$ cat config.mk
export PLATFORM = sky130hd
export DESIGN_NAME = gray_codec_pipe
export DESIGN_NICKNAME = d
export VERILOG_FILES = /design/src/rtl/gray_codec_pipe.sv
export SDC_FILE = /design/constraint.sdc
export NUM_CORES = 1
export LEC_CHECK = 0
export ABC_AREA = 1
export CELL_PAD_IN_SITES_DETAIL_PLACEMENT = 1
export CELL_PAD_IN_SITES_GLOBAL_PLACEMENT = 1
export CORE_ASPECT_RATIO = 1.4
export CORE_MARGIN = 2
export CORE_UTILIZATION = 39
export DETAILED_ROUTE_END_ITERATION = 12
export HOLD_SLACK_MARGIN = 0.12
export PLACE_DENSITY = 0.77
export SLEW_MARGIN = 30
export SYNTH_ARGS = -nofsm -noshare
export SYNTH_HDL_FRONTEND = slang
export SYNTH_SLANG_ARGS = --single-unit
export TNS_END_PERCENT = 30
$ cat constraint.sdc
create_clock -name clk -period 1.5 [get_ports clk]
set_input_delay 0.225 -clock clk [delete_from_list [all_inputs] [get_ports clk]]
set_output_delay 0.225 -clock clk [all_outputs]
set_load 0.01 [all_outputs]
$ cat src/rtl/gray_codec_pipe.sv
// Two-stage valid/ready pipeline converting WIDTH-bit words between binary and Gray code,
// with an optional checker that flags decode streams whose consecutive words are not unit-distance.
`timescale 1ns/1ps

module gray_codec_pipe #(
    parameter int WIDTH     = 8,
    parameter int ADJ_CHECK = 1
) (
    input  logic             clk,
    input  logic             rst,
    input  logic             in_valid,
    output logic             in_ready,
    input  logic             in_mode,
    input  logic [WIDTH-1:0] in_data,
    output logic             out_valid,
    input  logic             out_ready,
    output logic [WIDTH-1:0] out_data,
    output logic             out_mode,
    output logic             adj_err
);

    logic             s1_valid;
    logic             s1_mode;
    logic             s1_err;
    logic [WIDTH-1:0] s1_data;
    logic             s2_valid;
    logic             s2_mode;
    logic             s2_err;
    logic [WIDTH-1:0] s2_data;
    logic             s2_adv;
    logic             s1_adv;
    logic             in_fire;
    logic             in_err;
    logic [WIDTH-1:0] conv_data;

    assign s2_adv   = !s2_valid || out_ready;
    assign s1_adv   = s1_valid && s2_adv;
    assign in_ready = !s1_valid || s2_adv;
    assign in_fire  = in_valid && in_ready;

    generate
        if (ADJ_CHECK != 0) begin : g_adj
            logic [WIDTH-1:0] prev_word;
            logic             prev_vld;
            logic [WIDTH-1:0] diff;

            // Exactly one bit set: non-zero and clearing the lowest set bit leaves nothing.
            assign diff   = in_data ^ prev_word;
            assign in_err = prev_vld && !((diff != '0) && ((diff & (diff - WIDTH'(1))) == '0));

            // An accepted encode word breaks the decode stream, so history restarts after it.
            always_ff @(posedge clk or posedge rst) begin
                if (rst) begin
                    prev_vld  <= 1'b0;
                    prev_word <= '0;
                end else if (in_fire) begin
                    prev_vld <= in_mode;
                    if (in_mode) begin
                        prev_word <= in_data;
                    end
                end
            end
        end else begin : g_noadj
            assign in_err = 1'b0;
        end
    endgenerate

    always_comb begin
        conv_data = s1_data ^ (s1_data >> 1);
        if (s1_mode) begin
            conv_data[WIDTH-1] = s1_data[WIDTH-1];
            for (int i = WIDTH - 2; i >= 0; i--) begin
                conv_data[i] = conv_data[i+1] ^ s1_data[i];
            end
        end
    end

    always_ff @(posedge clk or posedge rst) begin
        if (rst) begin
            s1_valid <= 1'b0;
            s1_mode  <= 1'b0;
            s1_err   <= 1'b0;
            s1_data  <= '0;
        end else if (in_ready) begin
            s1_valid <= in_valid;
            if (in_valid) begin
                s1_mode <= in_mode;
                s1_err  <= in_mode && in_err;
                s1_data <= in_data;
            end
        end
    end

    // S2 payload only changes when a new word moves in, so outputs stay stable under backpressure.
    always_ff @(posedge clk or posedge rst) begin
        if (rst) begin
            s2_valid <= 1'b0;
            s2_mode  <= 1'b0;
            s2_err   <= 1'b0;
            s2_data  <= '0;
        end else if (s2_adv) begin
            s2_valid <= s1_valid;
            if (s1_adv) begin
                s2_mode <= s1_mode;
                s2_err  <= s1_err;
                s2_data <= conv_data;
            end
        end
    end

    assign out_valid = s2_valid;
    assign out_data  = s2_data;
    assign out_mode  = s2_mode;
    assign adj_err   = s2_err;

endmodule

---- After elaboration in Yosys (flattened, before gate mapping) ----
Cells that the tools add are included.
operators by class
  $add $sub $neg .......................... 1
  muxes and demuxes ....................... 1
  bitwise operators ....................... 10
  reductions and logical operators ........ 15
operators with widths
  kind                                              number
  AND 8 bit                                         1
  logical NOT 8 bit                                 1
  two-way mux 8 bit                                 1
  nonzero test 8 bit                                1
  subtractor 8 x 1 -> 8 bit, second input constant  1
  XOR 8 x 7 -> 8 bit                                1
  XOR 8 bit                                         1
  XOR 1 bit                                         7
  AND reduction 2 bit                               3
  logical AND 1 bit                                 5
  logical NOT 1 bit                                 3
  logical OR 1 bit                                  2
word-level totals
  register bits after elaboration ......... 31
  input bits .............................. 13
  output and inout port bits .............. 12

---- Depth between registers and ports, before layout ----
  depth in word-level cells ............... 8
  gate-level depth with buffers ........... 11

---- Least setup slack after synthesis ----
OpenSTA, ideal clock, no wires.
  path kind ............................... flip-flop to flip-flop
  from .................................... register s2_valid (netlist: out_valid)
  to ...................................... register g_adj.prev_vld
  arrival ................................. 1105 ps
  data required time ...................... 1371 ps
  path slack .............................. 266 ps
  cell stages (with the launch flop) ...... 7
  buffers on the path ..................... 1
  period minus slack after synthesis ...... 1234 ps
  path through ............................ dfrtp_1 nand3_2 nand2_2 inv_2 nand2_2 buf_4 o21ai_0
on the way
  word-level cells in the longest chain between the ends .. 4
RTL lines
  item                    RTL line  text
  start, declared         26        logic s2_valid;
  start signal, assigned  102       s2_valid <= s1_valid;
  logical NOT 1 bit       36        assign s2_adv = !s2_valid || out_ready;
  logical OR 1 bit        36
  logical OR 1 bit        38        assign in_ready = !s1_valid || s2_adv;
  via in_ready            12        output logic in_ready,
  logical AND 1 bit       39        assign in_fire = in_valid && in_ready;
  end signal, assigned    57        prev_vld <= in_mode;
  end, declared           44        logic prev_vld;
The timed path passes the listed nets, and every way through them passes these cells.
A chain may end at the register's enable or synchronous reset.

---- Worst setup path in the final report ----
  from .................................... register s2_valid (netlist: out_valid)
  to ...................................... output out_valid
RTL lines
  item           RTL line  text
  end, declared  15        output logic out_valid,
No word-level cell between the ends.

==> flow_summary.json <==
{
  "status": "complete, no violations",
  "power_density_nw_per_um2": 1418,
  "area_growth_pct": 30.11,
  "port-buffer-count": 24,
  "place_congestion": 0.7832,
  "post-route-util_pct": 53.51,
  "grt_use_total_pct": 18.14,
  "numCtsBuffers": 5,
  "grt_pass1_vias": 1403,
  "clock.fmax_mhz": 687.9,
  "p_seq_share_pct": 40.3,
  "vias": 1298,
  "syn_nets": 193,
  "clkPwrFrac_pct": 24.0,
  "max_slew_margin_pct": 73.83,
  "p_int_mw": 1.851,
  "htree_num_levels": 2,
  "wl_per_cell_um": 13.93,
  "synth_cell_types": 22,
  "syn_area_per_cell_um2": 8.473,
  "crit_chain": "clkdlybuf4s50_1",
  "tightest_slew_ps": 392.5,
  "rows": 26,
  "final-setup-viol-count": 0,
  "crit_family": "buffers and inverters",
  "antenna_found_initial": 0,
  "min_period_ps": 1454,
  "grt_max_degree": 31,
  "drcViolationCount": 0,
  "dp_hpwl_mm": 2.736,
  "vdd.ir_drop.worst_mv": 0.7762,
  "synth-seq-cells": 30,
  "first_pass_iters": 4,
  "finClkSkew_ps": 9.183,
  "ys_warn_count": 0,
  "cp_num_buf_inv": 1,
  "layout.cells.most_common": "nand2_1",
  "crit_type": "flip-flop to output pin",
  "critPathMaxStageDelay_ps": 570,
  "drtIter0Drc": 43,
  "layout-drive-gt1-share_pct": 18.89,
  "slew_viol_final": 0,
  "dieArea_um2": 4434,
  "clkTransAtPathRegs_ps": 60,
  "core_um2": 3709,
  "cts_sinks": 30,
  "p_sw_share_pct": 34.22,
  "leakage_nw": 0.9617,
  "start_util_pct": 41.13,
  "cp.arrival_ps": 1230,
  "start_kind": "flip-flop",
  "grt-ovfl-total": 0,
  "root_buffer": "clkbuf_8",
  "tritoncts": "done",
  "clock_latency_ps": 280,
  "finalCritPeriodShare_pct": 96.92,
  "cts_hold_buf": 0,
  "maxCapViolations": 0,
  "p_sw_mw": 0.9629,
  "hp-class": "input pin to async pin",
  "filler_cell_count": 461,
  "clk_path_buf_depth": 2,
  "cp_slowest_cell": "clkdlybuf4s50_1",
  "yosysSeqAreaShare_pct": 49.22,
  "worstSetupEndpointType": "output pin",
  "nets": 229,
  "grt_pass1_wl_mm": 6.292,
  "drtAntennaViolNets": 0,
  "die_w_um": 56.85,
  "routed_via_density": 5.012,
  "netlist_area_um2": 1525,
  "layout_common_cells": "nand2_1 (48), dfrtp_1 (29), clkdlybuf4s50_1 (23)",
  "hold_viol": 0,
  "cp_max_fo": 3,
  "critPathRequiredTime_ps": 1270,
  "drt-total-wl_mm": 3.608,
  "pwr-share-comb_pct": 35.7,
  "ios": 25,
  "diodes": 0,
  "tns_ps": 0,
  "netlist_instances": 180,
  "chipHeight_um": 78.00
}
final cells by class:
class | instances | area [um2] | share of cell area, %
Sequential cell | 30 | 752.0 | 37.89
Clock buffer | 7 | 86.33 | 4.351
Timing Repair Buffer | 32 | 311.5 | 15.70
Inverter | 22 | 82.58 | 4.161
Multi-Input combinational cell | 125 | 694.4 | 34.99
Tap cell | 42 | 52.55 | 2.648
Clock inverter | 1 | 5.005 | 0.2522
path summary, 6_finish.rpt:
kind                                 endpoint  slack, ps  cells after the start               start
min in group clk                      adj_err        480                      2             adj_err
max in group asynchronous          s1_data[6]        870                      3                 rst
max reg2reg                            s1_err         90                      8  g_adj.prev_word[0]
max                                 out_valid         50                      1           out_valid
min reg2reg                           adj_err        480                      2             adj_err
min                        g_adj.prev_word[5]        330                      3                 rst
timing repair:
action / CTS / global route
resized for setup: 1 / 9
setup endpoints to repair: 1 / 2
setup buffers: 0 / 2
pin swaps: 0 / 1
cell families after synthesis:
kind of cell           Yosys count  synth area share (%)
AO/OA/AOI/OAI                   33                 11.57
AND/OR/NAND/NOR                 82                 26.58
XOR/XNOR                        10                 5.742
buffers and inverters           25                 6.890
flip-flops                      30                 49.22
power by group through the flow:
stage | Clock, mW | Sequential, mW | Combinational (mW)
6_report | 0.675 | 1.14 | 1.00
5_1_grt | 0.721 | 1.17 | 1.12
4_1_cts | 0.693 | 1.14 | 0.984
3_5_place_dp | 0 | 1.15 | 0.973
3_3_place_gp | 0 | 1.13 | 0.928
2_1_floorplan | 0 | 1.18 | 0.526
stage by stage:
step	hold WS, ps	cell area [um2]	setup slack [ps]	power [mW]	instances
2_1_floorplan	315.8	1525	265.9	1.703	180
3_3_place_gp	464.4	1853	-85.47	2.061	249
3_5_place_dp	470.8	1853	-183.0	2.123	249
4_1_cts	341.7	1943	30.42	2.812	257
5_1_grt	383.0	1984	-27.08	3.008	259
6_report	331.4	1984	46.22	2.814	259
state kept, by name, summed over array words and instances, names as in the netlist:
register,cells
out_valid,1
s1_valid,1
s1_err,1
out_mode,1
s1_data,8
out_data,8
g_adj.prev_vld,1
adj_err,1
g_adj.prev_word,8
cells in the mapped netlist, drive strengths merged:
| cell | number | share of area [%] |
|---|---|---|
| a21o | 1 | 0.49 |
| a21oi | 1 | 0.33 |
| a31oi | 5 | 2.1 |
| buf | 2 | 1.2 |
| clkbuf | 1 | 0.25 |
| dfrtp | 30 | 49 |
| inv | 22 | 5.4 |
| nand2 | 57 | 16 |
| nand3 | 14 | 7.9 |
| nand3b | 1 | 0.74 |
| nor2 | 10 | 2.5 |
| o21ai | 25 | 8.2 |
| o21bai | 1 | 0.49 |
| xnor2 | 4 | 2.3 |
| xor2 | 6 | 3.4 |
layer usage:
layer | track usage, % | share of wire, %
met5 | 0 | 0
met4 | 5.116 | 0.97
met3 | 5.000 | 2.6
met2 | 35.12 | 58
met1 | 18.43 | 38
worst register-to-register path: stages, from the launching register on:
cell and delay (ps):
dfrtp_1 410, xnor2_2 210, nand2_2 110, nand2_1 80, o21ai_0 90, nor2_1 130, nand3_1 100, o21ai_1 130
nand2_1 60
(Power assumes the default switching activity.)
